**config.mk**
```make
export PLATFORM = sky130hd
export DESIGN_NAME = switch_debouncer
export DESIGN_NICKNAME = d
export VERILOG_FILES = /design/src/rtl/debounce_pkg.sv /design/src/rtl/debounce_bit.sv /design/src/rtl/switch_debouncer.sv
export SDC_FILE = /design/constraint.sdc
export NUM_CORES = 1
export LEC_CHECK = 0
export ABC_AREA = 1
export CAP_MARGIN = 15
export CORE_ASPECT_RATIO = 0.7
export CORE_MARGIN = 10
export CORE_UTILIZATION = 62
export DETAILED_ROUTE_END_ITERATION = 10
export PLACE_DENSITY = 0.92
export SLEW_MARGIN = 40
export SYNTH_ARGS = -nofsm -noshare
export SYNTH_HDL_FRONTEND = slang
export SYNTH_SLANG_ARGS = --single-unit
```
**constraint.sdc**
```tcl
create_clock -name clk -period 2 [get_ports clk]
set_input_delay 0.4 -clock clk [delete_from_list [all_inputs] [get_ports clk]]
set_output_delay 0.4 -clock clk [all_outputs]
set_load 0.02 [all_outputs]
```
**src/rtl/debounce_pkg.sv**
```systemverilog
// debounce_pkg: shared constants and FSM encoding for the switch debouncer
package debounce_pkg;
  localparam int DEFAULT_DEBOUNCE_CYCLES = 1000000;
  localparam int SIM_DEBOUNCE_CYCLES = 4;
  typedef enum logic {ST_STABLE = 1'b0, ST_COUNTING = 1'b1} state_t;
endpackage

```
**src/rtl/debounce_bit.sv**
```systemverilog
// debounce_bit: two-flop synchroniser, stability counter and accept FSM for one switch bit
module debounce_bit import debounce_pkg::*; #(
  parameter int CYCLES = DEFAULT_DEBOUNCE_CYCLES
) (
  input  logic clk,
  input  logic rst,
  input  logic sw,
  output logic db,
  output logic chg
);
  localparam int CW = $clog2(CYCLES);
  logic sync1, sync2, accept;
  state_t state, state_n;
  logic [CW-1:0] cnt, cnt_n;
  // registers: synchroniser, FSM state, counter, accepted level and change flag
  always_ff @(posedge clk) begin
    if (rst) begin
      sync1 <= 1'b0;
      sync2 <= 1'b0;
      state <= ST_STABLE;
      cnt   <= '0;
      db    <= 1'b0;
      chg   <= 1'b0;
    end else begin
      sync1 <= sw;
      sync2 <= sync1;
      state <= state_n;
      cnt   <= cnt_n;
      chg   <= accept;
      if (accept) db <= sync2;
    end
  end
  // next state: any match or an acceptance returns to STABLE, a mismatch keeps/starts counting
  always_comb begin
    state_n = (sync2 == db || accept) ? ST_STABLE : ST_COUNTING;
  end
  // datapath: accept after CYCLES consecutive mismatching samples, else count or clear
  always_comb begin
    accept = state == ST_COUNTING && sync2 != db && cnt == CW'(CYCLES - 1);
    cnt_n  = (sync2 == db || accept) ? '0 : (state == ST_STABLE) ? CW'(1) : cnt + 1'b1;
  end
endmodule

```
**src/rtl/switch_debouncer.sv**
```systemverilog
// switch_debouncer: synchronise and debounce WIDTH switches; SW_EDGE_DETECT_EN adds sw_rise/sw_fall
module switch_debouncer import debounce_pkg::*; #(
  parameter int WIDTH = 5,
  parameter int DEBOUNCE_CYCLES = DEFAULT_DEBOUNCE_CYCLES
) (
  input  logic             clk,
  input  logic             rst,
  input  logic [WIDTH-1:0] sw,
  output logic [WIDTH-1:0] sw_db,
  output logic             sw_changed
`ifdef SW_EDGE_DETECT_EN
  ,
  output logic [WIDTH-1:0] sw_rise,
  output logic [WIDTH-1:0] sw_fall
`endif
);
  logic [WIDTH-1:0] chg;
  for (genvar i = 0; i < WIDTH; i++) begin : g_bit
    debounce_bit #(.CYCLES(DEBOUNCE_CYCLES)) u_bit (
      .clk (clk),
      .rst (rst),
      .sw  (sw[i]),
      .db  (sw_db[i]),
      .chg (chg[i])
    );
  end
  // per-bit change flags are registered, so the OR is glitch-free and aligned with sw_db
  assign sw_changed = |chg;
`ifdef SW_EDGE_DETECT_EN
  // a bit that just changed and now reads 1 rose; one that now reads 0 fell
  assign sw_rise = chg & sw_db;
  assign sw_fall = chg & ~sw_db;
`endif
endmodule
```
* Yosys cells after proc, flatten, opt, wreduce, memory -nomap -nowiden
Cells that the tools add are included.
** Word-level totals
- Input port bits :: 7
- Output and inout bits :: 6
- Register bits after elaboration :: 125
** Operators by class
- Equality and inequality tests :: 15
- $add $sub $neg :: 5
- Bitwise logic cells :: 5
- Muxes and demuxes :: 10
- Reduce and logical (&&, ||, !) cells :: 26
** Operators with widths (number)
- 20-bit by 1-bit adder with 20-bit output (second input constant) :: 5
- 20-bit equality test (second input constant) :: 5
- 3-bit OR reduction :: 5
- 1-bit logical AND :: 10
- 1-bit two-way mux :: 10
- 2-bit OR reduction :: 5
- 1-bit equality test :: 5
- 1-bit logical OR :: 5
- 1-bit != test :: 5
- 1-bit inverter :: 5
- 5-bit OR reduction :: 1

* Depth between registers and ports, before layout
- Depth after elaboration :: 5
- Gate-level depth with buffers :: 9
- Mapped depth without buffers :: 9

* Cells and area by module
Synthesis repeated with hierarchy kept, for this count alone.
** Unflattened totals
- Cells, all modules :: 869
- Area, all modules :: 6353.6 µm²
** By module, submodules not included
- debounce_bit :: cells an instance 173, instances 5, seq. area each 500.5 µm², area each 1267.5 µm²
- switch_debouncer :: cells an instance 4, instances 1, seq. area each 0.0 µm², area each 16.3 µm²

* Least setup slack after synthesis
No wires, ideal clock.
- Path type :: reg2reg
- Start point :: register g_bit[2].u_bit.cnt[0]
- End point :: register g_bit[2].u_bit.cnt[16]
- Library setup time :: 0.114 ns
- Period minus slack after synthesis :: 1.472 ns
- Arrival time :: 1.358 ns
- Buffers on the path :: 1
- Data required time :: 1.886 ns
- Path slack :: 0.528 ns
- Cell stages (with the launch flop) :: 10
- Cells stage by stage :: dfxtp_1 ha_1 nand2_1 nor2_4 nand2_2 nor2_1 nand3_2 nand3_4 buf_6 nor2_1
** On the way
- Longest elaborated chain between the ends :: 4
- Elaborated cells between the ends (all ways) :: 5
- Those cells by class :: add/sub: 1; eq/ne: 1; reduce/logical: 3
** RTL lines
- from (decl) :: RTL line debounce_bit.sv:14 : logic [CW-1:0] cnt, cnt_n;
- from (signal assigned) :: RTL line debounce_bit.sv:28 : cnt <= cnt_n;
- branches (longest 4 deep; another with 20-bit by 1-bit adder with 20-bit output)
Several ways; the timed one is not identified.
A chain may end at the register's enable or synchronous reset.

* Final worst setup path
- Start point :: register g_bit[4].u_bit.db
- End point :: output port sw_db[4]
** RTL lines
- from (decl) :: RTL line debounce_bit.sv:8 : output logic db,
- from (signal assigned) :: RTL line debounce_bit.sv:30 : if (accept) db <= sync2;
- to (decl) :: RTL line switch_debouncer.sv:9 : output logic [WIDTH-1:0] sw_db,
No word-level cell between the ends.

==> reports/results.tsv <==
metric	value	unit
status	completed	
synthesis.area	6016	um2
p_leak	2.373	nW
grt_usage	19.49	%
routabilityCongestion	0.9141	
drt_pass1_iterations	5	
fin_tns_setup	0	ns
setup_viol	0	
dieWidth	137.7	um
via_count	5370	
root_buffer	clkbuf_16	
rows	29	
synth.most_common_cell	nor2_1	
port_buffers	12	
synth_edf_count	0	
core	9253	um2
postCtsSetupBuffers	0	
fillerInstances	648	
clkTransAtPathRegs	0.06	ns
maxSlewViolCount	0	
cp_slowest_stage_delay	0.65	ns
synth.distinct_cells	27	
htree_levels	4	
drive_gt1_share	6.473	%
hold_violations	0	
switchingPower	0.001192	W
vias_per_cell	5.265	
path_cells	clkdlybuf4s50_1	
ant_nets	0	
die_area	14110	um2
synth_nets	874	
cts_tree	built	
finalPower	0.006054	W
dieHeight	102.4	um
syn2layout_area_growth	14.25	%
crit_path_top_delay_cell	clkdlybuf4s50_1	
p_comb_share	0.9	%
pwr_density_cell	880.8	nW/um2
cp.arrival	1.50	ns
insertion_delay	0.42	ns
cts_buffers	17	
slew_headroom	74.26	%
netlist.area_leader.share	41.60	%
initial_utilization	65.02	%
crit_path_end_kind	primary output	
final.setup_skew	0.006660	ns
final_util	74.28	%
sw_frac_of_total	19.68	%
ys_warn_count	0	
crit_required	1.60	ns
power_frac_clock	57.5	%
final_cell_area	6873	um2
synth-main-ff-cell	dfxtp_1	
fmax	0.5258	GHz
n_antenna_cell	0	
dp.cells	988	
crit_path_max_fanout	3	
ios	13	
instances_no_fill	1020	
yosysTopAreaCell	dfxtp_1	
synth-seq-cells	125	
irDropWorstVdd	0.7460	mV
synthTopCellsByArea	dfxtp_1 42%, nor2_1 14%, nand2_1 12%	
cp_top_family	buffers and inverters	
grt_pass1_vias	4898	
dp_hpwl	8518	um
drt_iter0_markers	575	
antenna_found_initial	0	
fin_crit_sh	95.08	%
ys_async_sr_fraction	0	%
grt_overflow_total	0	
pwr-share-seq	41.6	%
holdCritPathClass	reg -> reg	
avgSynthCellArea	6.979	um2
syn_inst	862	
yosysSeqAreaShare	41.60	%
p_int	0.004862	W
crit_buf_inv	1	
startpoint_type	flip-flop	
grt_pass1_wl	22400	um
routedWlPerCell	13.07	um
placed_cell_area	6203	um2
drv_cap	0	
cts.sinks	125	
postCtsHoldBufs	0	
period_needed	1.902	ns
worstMarginPinSlew	0.3857	ns
clockBufferDepth	2	
rsz0062_at_grt	no	
crit_type	reg -> out	
grt_max_degree	20	
nNetsFinal	895	
drc	0	
synthTopCellsByCount	217 x nor2_1, 196 x nand2_1, 125 x dfxtp_1	
wirelength	13330	um
power groups by stage:
stage / combinational (W) / sequential [W] / clock [W]
after detailed placement: 0.0000558 / 0.00257 / 0
after global placement: 0.0000531 / 0.00257 / 0
after global routing: 0.0000632 / 0.00252 / 0.00361
after floorplan: 0.0000325 / 0.00257 / 0
final: 0.0000568 / 0.00252 / 0.00348
after CTS: 0.0000570 / 0.00252 / 0.00349
cell usage in the layout, fill, tap and decap left out:
master and count:
nor2_2 6, nor4_1 1, ha_1 5, dlygate4sd2_1 1
nand3_2 3, o21ai_0 6, or2_2 3, nor2_1 217
nand2_2 4, xor2_1 40, inv_1 107, nand3b_1 5
o21bai_1 4, a21oi_1 24, nand2_1 196, xnor2_1 22
clkinvlp_4 2, clkinv_4 4, nor2_4 3, clkinv_2 3
dfxtp_1 125, clkbuf_16 17, buf_4 2, bufinv_16 6
nand3_1 43, a31oi_1 1, nor3_1 9, nand4_1 21
xor2_2 1, clkdlybuf4s50_1 11, nand3_4 4
final cells by class:
type | count | area (um2) | area share (%)
Multi-Input combinational cell | 618 | 3009 | 43.78
Sequential cell | 125 | 2502 | 36.41
Clock buffer | 17 | 425.4 | 6.190
Inverter | 107 | 401.6 | 5.844
Clock inverter | 15 | 245.2 | 3.568
Tap cell | 124 | 155.1 | 2.257
Timing Repair Buffer | 14 | 133.9 | 1.948
state kept, by name, summed over array words and instances (netlist names):
register           count
g_bit.u_bit.db         5
g_bit.u_bit.sync2      5
g_bit.u_bit.sync1      5
g_bit.u_bit.chg        5
g_bit.u_bit.cnt      100
g_bit.u_bit.state      5
metrics by stage:
step                hold WS, ns  worst slack (ns)
floorplan                0.3883            0.5281
global placement         0.3886            0.2719
detailed placement       0.3923            0.1972
CTS                      0.4004           0.08881
global route             0.4194           0.06572
finish                   0.4008           0.09831
tightest hold or removal path, cell delays in order (launching register included):
cell and delay, ns:
dfxtp_1 0.29, inv_1 0.04, nor2_1 0.03
path summary, 6_finish.rpt:
kind / depth (start not counted) / slack, ns / end / from
max: 1 / 0.1 / sw_db[4] / g_bit[4].u_bit.db
min: 2 / 0.40 / g_bit[3].u_bit.sync2 / g_bit[3].u_bit.sync1
max reg2reg: 8 / 0.27 / g_bit[2].u_bit.db / g_bit[2].u_bit.cnt[0]
min reg2reg: 2 / 0.40 / g_bit[3].u_bit.sync2 / g_bit[3].u_bit.sync1
cells by family after synthesis:
family / Yosys count / share of synthesized area (%)
flip-flops: 125 / 41.60
buffers and inverters: 119 / 8.382
AO/OA/AOI/OAI: 35 / 3.099
AND/OR/NAND/NOR: 515 / 36.59
XOR/XNOR: 63 / 9.297
adder cells (fa/ha/maj): 5 / 1.040
timing repair:
action                                 4_1_cts  5_1_grt
resized for setup                            1        0
endpoints found under the hold margin        0        0
setup endpoints to repair                    1        0
routing by layer:
layer  track usage [%]  up-vias  part of all wire [%]
li1                  -     2700                     -
met1             25.25     2469                    46
met2             30.74      178                    47
met3             5.098       23                   6.2
met4             7.194        0                   1.3
met5                 0        -                     0
Note: power is estimated with default switching activity, not from simulation.
